`config.mk`:
```
export PLATFORM = sky130hd
export DESIGN_NAME = speed_select_ctrl_flat
export DESIGN_NICKNAME = d
export VERILOG_FILES = /design/src/rtl/speed_select_ctrl_pkg.sv /design/src/rtl/speed_select_ctrl_if.sv /design/src/rtl/speed_select_ctrl_key_debouncer.sv /design/src/rtl/speed_select_ctrl.sv /design/src/flat_wrapper.sv
export SDC_FILE = /design/constraint.sdc
export NUM_CORES = 1
export LEC_CHECK = 0
export CORE_AREA = 8 8 45 47
export CTS_CLUSTER_DIAMETER = 50
export CTS_CLUSTER_SIZE = 25
export DETAILED_ROUTE_END_ITERATION = 8
export DIE_AREA = 0 0 53 55
export PLACE_DENSITY_LB_ADDON = 0.08
export SLEW_MARGIN = 15
export SYNTH_ARGS = -nofsm -noshare
export SYNTH_HDL_FRONTEND = slang
export SYNTH_SLANG_ARGS = --single-unit
```
`constraint.sdc`:
```
create_clock -name ClockIn -period 2 [get_ports ClockIn]
set_clock_uncertainty 0.05 [all_clocks]
set_input_delay 0.4 -clock ClockIn [delete_from_list [all_inputs] [get_ports ClockIn]]
set_output_delay 0.4 -clock ClockIn [all_outputs]
set_load 0.01 [all_outputs]
```
`src/rtl/speed_select_ctrl_pkg.sv`:
```
// Shared speed-code definitions for the speed select stage and the rate divider.
package speed_pkg;

  typedef logic [1:0] speed_t;

  localparam speed_t SPEED_FASTEST = 2'd0;
  localparam speed_t SPEED_SLOWEST = 2'd3;

endpackage

```
`src/rtl/speed_select_ctrl_if.sv`:
```
// Button inputs and speed outputs of the speed select stage.
interface speed_select_ctrl_if;
  import speed_pkg::*;

  logic   KeyFaster;
  logic   KeySlower;
  speed_t Speed;
  logic   SpeedChanged;

  // Button source / speed consumer side.
  modport master (
    output KeyFaster,
    output KeySlower,
    input  Speed,
    input  SpeedChanged
  );

  // Speed select controller side.
  modport slave (
    input  KeyFaster,
    input  KeySlower,
    output Speed,
    output SpeedChanged
  );

endinterface

```
`src/rtl/speed_select_ctrl_key_debouncer.sv`:
```
// One raw pushbutton -> synchronised, debounced level plus a one-cycle press strobe.
module key_debouncer #(
  parameter int DEBOUNCE_CYCLES = 4
) (
  input  logic ClockIn,
  input  logic Reset,
  input  logic KeyRaw,
  output logic KeyLevel,
  output logic KeyPress
);

  localparam int CW = $clog2(DEBOUNCE_CYCLES + 1);
  localparam logic [CW-1:0] CNT_LAST = CW'(DEBOUNCE_CYCLES - 1);

  logic          r_sync1;
  logic          r_sync2;
  logic [CW-1:0] r_cnt;
  logic          r_level;
  logic          r_level_d;

  // Two-flop synchroniser for the asynchronous button input.
  always_ff @(posedge ClockIn or posedge Reset) begin
    if (Reset) begin
      r_sync1 <= 1'b0;
      r_sync2 <= 1'b0;
    end else begin
      r_sync1 <= KeyRaw;
      r_sync2 <= r_sync1;
    end
  end

  // Accept a level change only after DEBOUNCE_CYCLES consecutive mismatching cycles.
  always_ff @(posedge ClockIn or posedge Reset) begin
    if (Reset) begin
      r_cnt   <= '0;
      r_level <= 1'b0;
    end else if (r_sync2 == r_level) begin
      r_cnt <= '0;
    end else if (r_cnt == CNT_LAST) begin
      r_cnt   <= '0;
      r_level <= ~r_level;
    end else begin
      r_cnt <= r_cnt + CW'(1);
    end
  end

  // Delayed level for rising-edge detection; releases are ignored.
  always_ff @(posedge ClockIn or posedge Reset) begin
    if (Reset) begin
      r_level_d <= 1'b0;
    end else begin
      r_level_d <= r_level;
    end
  end

  assign KeyLevel = r_level;
  assign KeyPress = r_level & ~r_level_d;

endmodule

```
`src/rtl/speed_select_ctrl.sv`:
```
// Turns faster/slower buttons into a saturating 2-bit speed code with a change pulse.
module speed_select_ctrl
  import speed_pkg::*;
#(
  parameter int     DEBOUNCE_CYCLES = 4,
  parameter speed_t SPEED_RESET     = 2'd3
) (
  input  logic                ClockIn,
  input  logic                Reset,
  speed_select_ctrl_if.slave  bus
);

  logic   w_fast_press;
  logic   w_slow_press;
  speed_t w_speed_next;
  logic   w_update;
  speed_t r_speed;
  logic   r_changed;

  key_debouncer #(.DEBOUNCE_CYCLES(DEBOUNCE_CYCLES)) u_fast (
    .ClockIn  (ClockIn),
    .Reset    (Reset),
    .KeyRaw   (bus.KeyFaster),
    .KeyLevel (),
    .KeyPress (w_fast_press)
  );

  key_debouncer #(.DEBOUNCE_CYCLES(DEBOUNCE_CYCLES)) u_slow (
    .ClockIn  (ClockIn),
    .Reset    (Reset),
    .KeyRaw   (bus.KeySlower),
    .KeyLevel (),
    .KeyPress (w_slow_press)
  );

  // Arbitrate presses; simultaneous presses cancel, saturation checked before stepping.
  always_comb begin
    w_speed_next = r_speed;
    w_update     = 1'b0;
    if (w_fast_press && !w_slow_press) begin
      if (r_speed != SPEED_FASTEST) begin
        w_speed_next = r_speed - 2'd1;
        w_update     = 1'b1;
      end
    end else if (w_slow_press && !w_fast_press) begin
      if (r_speed != SPEED_SLOWEST) begin
        w_speed_next = r_speed + 2'd1;
        w_update     = 1'b1;
      end
    end
  end

  // Speed register and its one-cycle change pulse.
  always_ff @(posedge ClockIn or posedge Reset) begin
    if (Reset) begin
      r_speed   <= SPEED_RESET;
      r_changed <= 1'b0;
    end else begin
      r_speed   <= w_speed_next;
      r_changed <= w_update;
    end
  end

  assign bus.Speed        = r_speed;
  assign bus.SpeedChanged = r_changed;

endmodule

```
`src/flat_wrapper.sv`:
```
// flat-port wrapper written by rule: the top's interface ports become plain ports
module speed_select_ctrl_flat import speed_pkg::*;
#(
  parameter int     DEBOUNCE_CYCLES = 4,
  parameter speed_t SPEED_RESET     = 2'd3
)
  (ClockIn, Reset, bus_KeyFaster, bus_KeySlower, bus_Speed, bus_SpeedChanged);
  speed_select_ctrl_if bus_i ();
  input  logic ClockIn;
  input  logic Reset;
  input wire logic [$bits(bus_i.KeyFaster)-1:0] bus_KeyFaster;
  input wire logic [$bits(bus_i.KeySlower)-1:0] bus_KeySlower;
  output wire logic [$bits(bus_i.Speed)-1:0] bus_Speed;
  output wire logic [$bits(bus_i.SpeedChanged)-1:0] bus_SpeedChanged;
  assign bus_i.KeyFaster = bus_KeyFaster;
  assign bus_i.KeySlower = bus_KeySlower;
  assign bus_Speed = bus_i.Speed;
  assign bus_SpeedChanged = bus_i.SpeedChanged;
  speed_select_ctrl #(.DEBOUNCE_CYCLES(DEBOUNCE_CYCLES), .SPEED_RESET(SPEED_RESET)) u_core (.ClockIn(ClockIn), .Reset(Reset), .bus(bus_i));
endmodule
```
==> results of run 1 <==
==> path summary, 6_finish.rpt <==
check                                        from                      end  slack (ps)
setup / recovery              u_core.bus.Speed[1]             bus_Speed[1]         130
hold / removal              u_core.u_fast.r_sync1    u_core.u_fast.r_sync2         300
setup reg to reg           u_core.u_fast.r_cnt[0]   u_core.u_fast.KeyLevel         770
hold reg to reg             u_core.u_fast.r_sync1    u_core.u_fast.r_sync2         300
max in group asynchronous                   Reset  u_core.bus.SpeedChanged        1070
min in group asynchronous                   Reset    u_core.u_slow.r_sync1         430
==> report_power, final <==
part           leakage, uW  internal [uW]  total [uW]  switching (uW)
Clock            0.0000177           74.1         170            95.9
Sequential        0.000208            463         547            84.0
Combinational     0.000110            179         342             163
==> synthesized netlist by cell type <==
master    number
dfrtp_1       15
nand2_1        4
nor2_1         4
nor2b_1        4
a21oi_1        2
and2b_1        2
dfstp_2        2
ha_1           2
mux2_2         2
nand2b_1       2
nor3_1         2
nor3b_1        2
o21ai_1        2
xnor2_1        2
inv_1          1
nor2_2         1
o211ai_1       1
==> cell families after synthesis <==
kind of cell             Yosys count  share of synthesized area, %
AO/OA/AOI/OAI                      5                          4.31
multiplexers                       2                          3.53
AND/OR/NAND/NOR                   21                          17.8
adder cells (fa/ha/maj)            2                          3.92
buffers and inverters              1                         0.588
XOR/XNOR                           2                          2.75
flip-flops                        17                          67.1
==> area by class of cell <==
cell class,count,area share (%)
Multi-Input combinational cell,32,27.7
Tap cell,16,2.68
Clock buffer,3,3.02
Sequential cell,17,57.4
Timing Repair Buffer,6,8.05
Inverter,1,0.503
Clock inverter,1,0.671
==> per-stage QoR <==
stage | cells | setup slack, ps | cell area [um^2] | hold WS (ps)
finish | 76 | 129 | 746 | 304
global route | 76 | 85.3 | 746 | 320
CTS | 76 | 116 | 746 | 308
detailed placement | 72 | 430 | 718 | 286
global placement | 72 | 450 | 718 | 283
floorplan | 50 | 854 | 638 | 275
==> sequential cells by signal (all words and copies together), names as in the netlist <==
register,cells
u_core.u_slow.r_sync1,1
u_core.bus.SpeedChanged,1
u_core.u_slow.r_cnt,3
u_core.u_fast.r_sync2,1
u_core.bus.Speed,2
u_core.u_slow.r_level_d,1
u_core.u_slow.KeyLevel,1
u_core.u_slow.r_sync2,1
u_core.u_fast.r_level_d,1
u_core.u_fast.KeyLevel,1
u_core.u_fast.r_sync1,1
u_core.u_fast.r_cnt,3
==> routing by layer <==
| metal | GRT usage [%] | vias up | share of wire (%) |
|---|---|---|---|
| met5 | 0 | - | 0 |
| met4 | 3.88 | 0 | 0 |
| met3 | 2.67 | 0 | 5.5 |
| met2 | 15.0 | 7 | 53 |
| met1 | 6.54 | 197 | 41 |
| li1 | - | 186 | - |
==> qor.yml, run 1 <==
worst_setup_path:
  crit_slowest_cell: "dfstp_2"
  crit_family: "flip-flops"
  cp.required_ps: 1550
  cp-end-kind: "output port"
  worstPathBufferInverterCount: 1
  crit_chain: "clkdlybuf4s50_1"
  critPathKind: "flop to output port"
  path_depth: 1
  cp.arrival_ps: 1420
  crit_fanout: 7
  cp-start-kind: "flop"
  max_stage_delay_ps: 600
  reg2reg_depth: 3
logic_synthesis:
  ys_ff_latch: 17
  synth_area_um2: 638
  ys_seq_area_share_pct: 67.1
  synth.top_cell.area_share_pct: 58.8
  synth_cells: 50
  syn_nets: 56
  yosys_warnings: 0
  yosys.cell_types.count: 17
  yosys.area.top_type: "dfrtp_1"
  synthTopCellsByArea: "dfrtp_1, dfstp_2, ha_1"
  syn_avg_cell_area_um2: 12.8
routing:
  drc: 0
  drtIter0Drc: 1
  finalWirelength_um: 982
  vias_per_cell: 5.13
  post_drt_wl_per_cell_um: 12.9
  ant_nets: 0
  vias: 390
  first_pass_iters: 2
place:
  dp_hpwl_um: 810
  finalWeightedCongestion: 0.604
  io_buffers: 6
clock_tree:
  cts.reportedPaths.clkPinSlew_ps: 90
  cts_tree: "built"
  insertion_delay_ps: 280
  cts.repair.resized: 0
  cts.path.max_buffers: 2
  cts_buffers: 3
  cts_max_level: 1
  hold_buffers: 0
  clkSinkCount: 17
  post_cts_buffers: 0
  cts_root_buf: "clkbuf_4"
die:
  coreArea_mm2: 0.00138
  fp.dieH_um: 55
  num_rows: 14
  die_area_mm2: 0.00292
  die_width_um: 53
  io-pin-count: 7
  initial_core_util_pct: 46.1
finish:
  n_antenna_cell: 0
  seq_area_um2: 428
  post-route-util_pct: 53.9
  fillCellCount: 124
  final_common_cell: "dfrtp_1"
  multi_input_area_um2: 206
  area_growth_pct: 16.9
  final_layout_size_suffix_gt1_share_pct: 15.0
  nNetsFinal: 67
  layout_common_cells: "dfrtp_1, clkdlybuf4s50_1, nor2b_1, nor2_1, nand2_1"
hold_path:
  hold_class: "flop to flop"
  hold_depth: 0
sta:
  maxSlewHeadroom_pct: 59.8
  worst_slew_pin_slew_ps: 603
  post-route-min-period_ps: 1870
  drv_slew: 0
  setup_violations: 0
  rsz0062_at_grt: "no"
  finalCritPeriodShare_pct: 93.5
  hold_violations: 0
  fmax_mhz: 535
  tns_ps: 0
pwr:
  power_density_mw_per_mm2: 1420
  irDropWorstVdd_v: 0.000675
  power_uw: 1060
  leakagePower_uw: 0.000336
global_route:
  antenna_found_initial: 0
  grt_max_degree: 18
  overflow: 0
  grt_pass1_vias: 450
  grt_use_total_pct: 7.62
  grt_pass1_wl_um: 1670
run:
  max-cap-violations: 0
status:
  outcome: "finished clean"
Note: power is estimated with default switching activity, not from simulation.
==> run 2, diff against run 1 <==
- GPL_ROUTABILITY_DRIVEN: unset -> 0
- SKIP_CTS_REPAIR_TIMING: unset -> 1
==> results of run 2 <==
Final layout, timing and power as in run 1 (identical DEF).
==> run 3, diff against run 2 <==
==> constraint.sdc (replaced) <==
create_clock -name ClockIn -period 2 [get_ports ClockIn]
set_clock_uncertainty 0.05 [all_clocks]
set_input_delay 0.5 -clock ClockIn [delete_from_list [all_inputs] [get_ports ClockIn]]
set_output_delay 0.5 -clock ClockIn [all_outputs]
set_load 0.01 [all_outputs]
==> qor.yml, run 3 (synthesis results as in run 1) <==
routing:
  first_pass_iters: 2  # unchanged
  post_drt_wl_per_cell_um: 12.9  # +0.20%
  ant_nets: 0  # unchanged
  vias_per_cell: 5.13  # unchanged
  finalWirelength_um: 984  # +0.20%
  drc: 0  # unchanged
  vias: 390  # unchanged
  drtIter0Drc: 1  # unchanged
place:
  io_buffers: 6  # unchanged
  dp_hpwl_um: 810  # unchanged
worst_setup_path:
  max_stage_delay_ps: 580  # -20 ps
  cp.arrival_ps: 1400  # -20 ps
  crit_family: "flip-flops"
  crit_slowest_cell: "dfstp_2"
  worstPathBufferInverterCount: 1  # unchanged
  crit_fanout: 6  # -1
  cp-end-kind: "output port"
  critPathKind: "flop to output port"
  cp.required_ps: 1450  # -100 ps
  crit_chain: "clkdlybuf4s50_1"
  cp-start-kind: "flop"
clock_tree:
  cts_root_buf: "clkbuf_4"
  cts.path.max_buffers: 2  # unchanged
  cts_tree: "built"
  cts_buffers: 3  # unchanged
  cts.reportedPaths.clkPinSlew_ps: 90  # about the same
  clkSinkCount: 17  # unchanged
  insertion_delay_ps: 280  # about the same
  cts_max_level: 1  # unchanged
hold_path:
  hold_class: "flop to flop"
finish:
  area_growth_pct: 17.3
  layout_common_cells: "dfrtp_1, clkdlybuf4s50_1, nor2b_1, nor2_1, nand2_1"
  n_antenna_cell: 0  # unchanged
  post-route-util_pct: 54.1  # +0.18 points
  final_layout_size_suffix_gt1_share_pct: 15.0  # unchanged
  seq_area_um2: 428  # unchanged
  final_common_cell: "dfrtp_1"
  fillCellCount: 125  # +0.81%
  nNetsFinal: 67  # unchanged
  multi_input_area_um2: 206  # unchanged
pwr:
  irDropWorstVdd_v: 0.000672  # -0.41%
  p_seq_share_pct: 51.7  # about the same
  p_sw_uw: 343  # about the same
  intPower_uw: 714  # -0.36%
  p_comb_share_pct: 32.2  # about the same
  leakagePower_uw: 0.000353  # +5.1%
  power_frac_clock_pct: 16.1  # about the same
  swShare_pct: 32.5  # +0.069 points
  power_density_mw_per_mm2: 1410  # -0.59%
status:
  outcome: "finished clean"
sta:
  setup_violations: 0  # unchanged
  finalCritPeriodShare_pct: 97.6  # +4.1 points
  hold_violations: 0  # unchanged
  rsz0062_at_grt: "no"
  tns_ps: 0  # unchanged
  maxSlewHeadroom_pct: 59.8  # unchanged
  worst_slew_pin_slew_ps: 603  # unchanged
  post-route-min-period_ps: 1950  # +82.2 ps
  fmax_mhz: 512  # -4.2%
  drv_slew: 0  # unchanged
global_route:
  grt_pass1_wl_um: 1670  # unchanged
  overflow: 0  # unchanged
  grt_pass1_vias: 450  # unchanged
  grt_max_degree: 18  # unchanged
  antenna_found_initial: 0  # unchanged
  grt_use_total_pct: 7.62  # unchanged
die:
  initial_core_util_pct: 46.1  # unchanged
  num_rows: 14  # unchanged
  die_width_um: 53  # unchanged
  io-pin-count: 7  # unchanged
  die_area_mm2: 0.00292  # unchanged
  fp.dieH_um: 55  # unchanged
  coreArea_mm2: 0.00138  # unchanged
run:
  max-cap-violations: 0  # unchanged
==> run 3: cell types whose count changed in the layout (fill, tap and decap cells not counted) <==
cell,delta
dlymetal6s2s_1,+1
clkdlybuf4s50_1,-1
==> run 3: power groups by stage <==
stage | logic [uW] | clock network (uW) | registers (uW)
floorplan | 225 | 0 | 548
global placement | 314 | 0 | 542
detailed placement | 352 | 0 | 556
CTS | 353 | 177 | 550
global route | 381 | 197 | 560
finish | 340 | 170 | 547
==> run 3: layer usage <==
layer	share of wire, %	track usage, %	wire length [um]
met2	53	15.0	523
met1	41	6.54	403
met3	5.8	2.67	57
met5	0	0	0
met4	0	3.88	0
==> run 3: cell type report <==
cell class	instances	share of cell area [%]
clock buffer	3	3.01
tap	16	2.68
inverter	1	0.502
timing repair buffer	6	8.36
sequential	17	57.2
clock inverter	1	0.669
multi-input combinational	32	27.6
==> run 3: worst paths after layout <==
path                                         from                       to  slack, ps  cells past startpoint
max                           u_core.bus.Speed[0]             bus_Speed[0]         50                      1
min                         u_core.u_fast.r_sync1    u_core.u_fast.r_sync2        300                      0
max reg2reg                u_core.u_fast.r_cnt[0]   u_core.u_fast.KeyLevel        770                      3
min reg2reg                 u_core.u_fast.r_sync1    u_core.u_fast.r_sync2        300                      0
max in group asynchronous                   Reset  u_core.bus.SpeedChanged        970                      2
min in group asynchronous                   Reset    u_core.u_slow.r_sync1        530                      2
==> run 3: metrics by stage <==
stage / cell area [um^2] / setup slack, ps / hold WS, ps / std cells / total power, uW
floorplan: 638 / 854 / 281 / 50 / 773
global placement: 718 / 350 / 283 / 72 / 856
detailed placement: 718 / 330 / 286 / 72 / 909
CTS: 746 / 16.2 / 308 / 76 / 1080
global route: 748 / 0.502 / 320 / 76 / 1140
finish: 748 / 47.0 / 304 / 76 / 1060
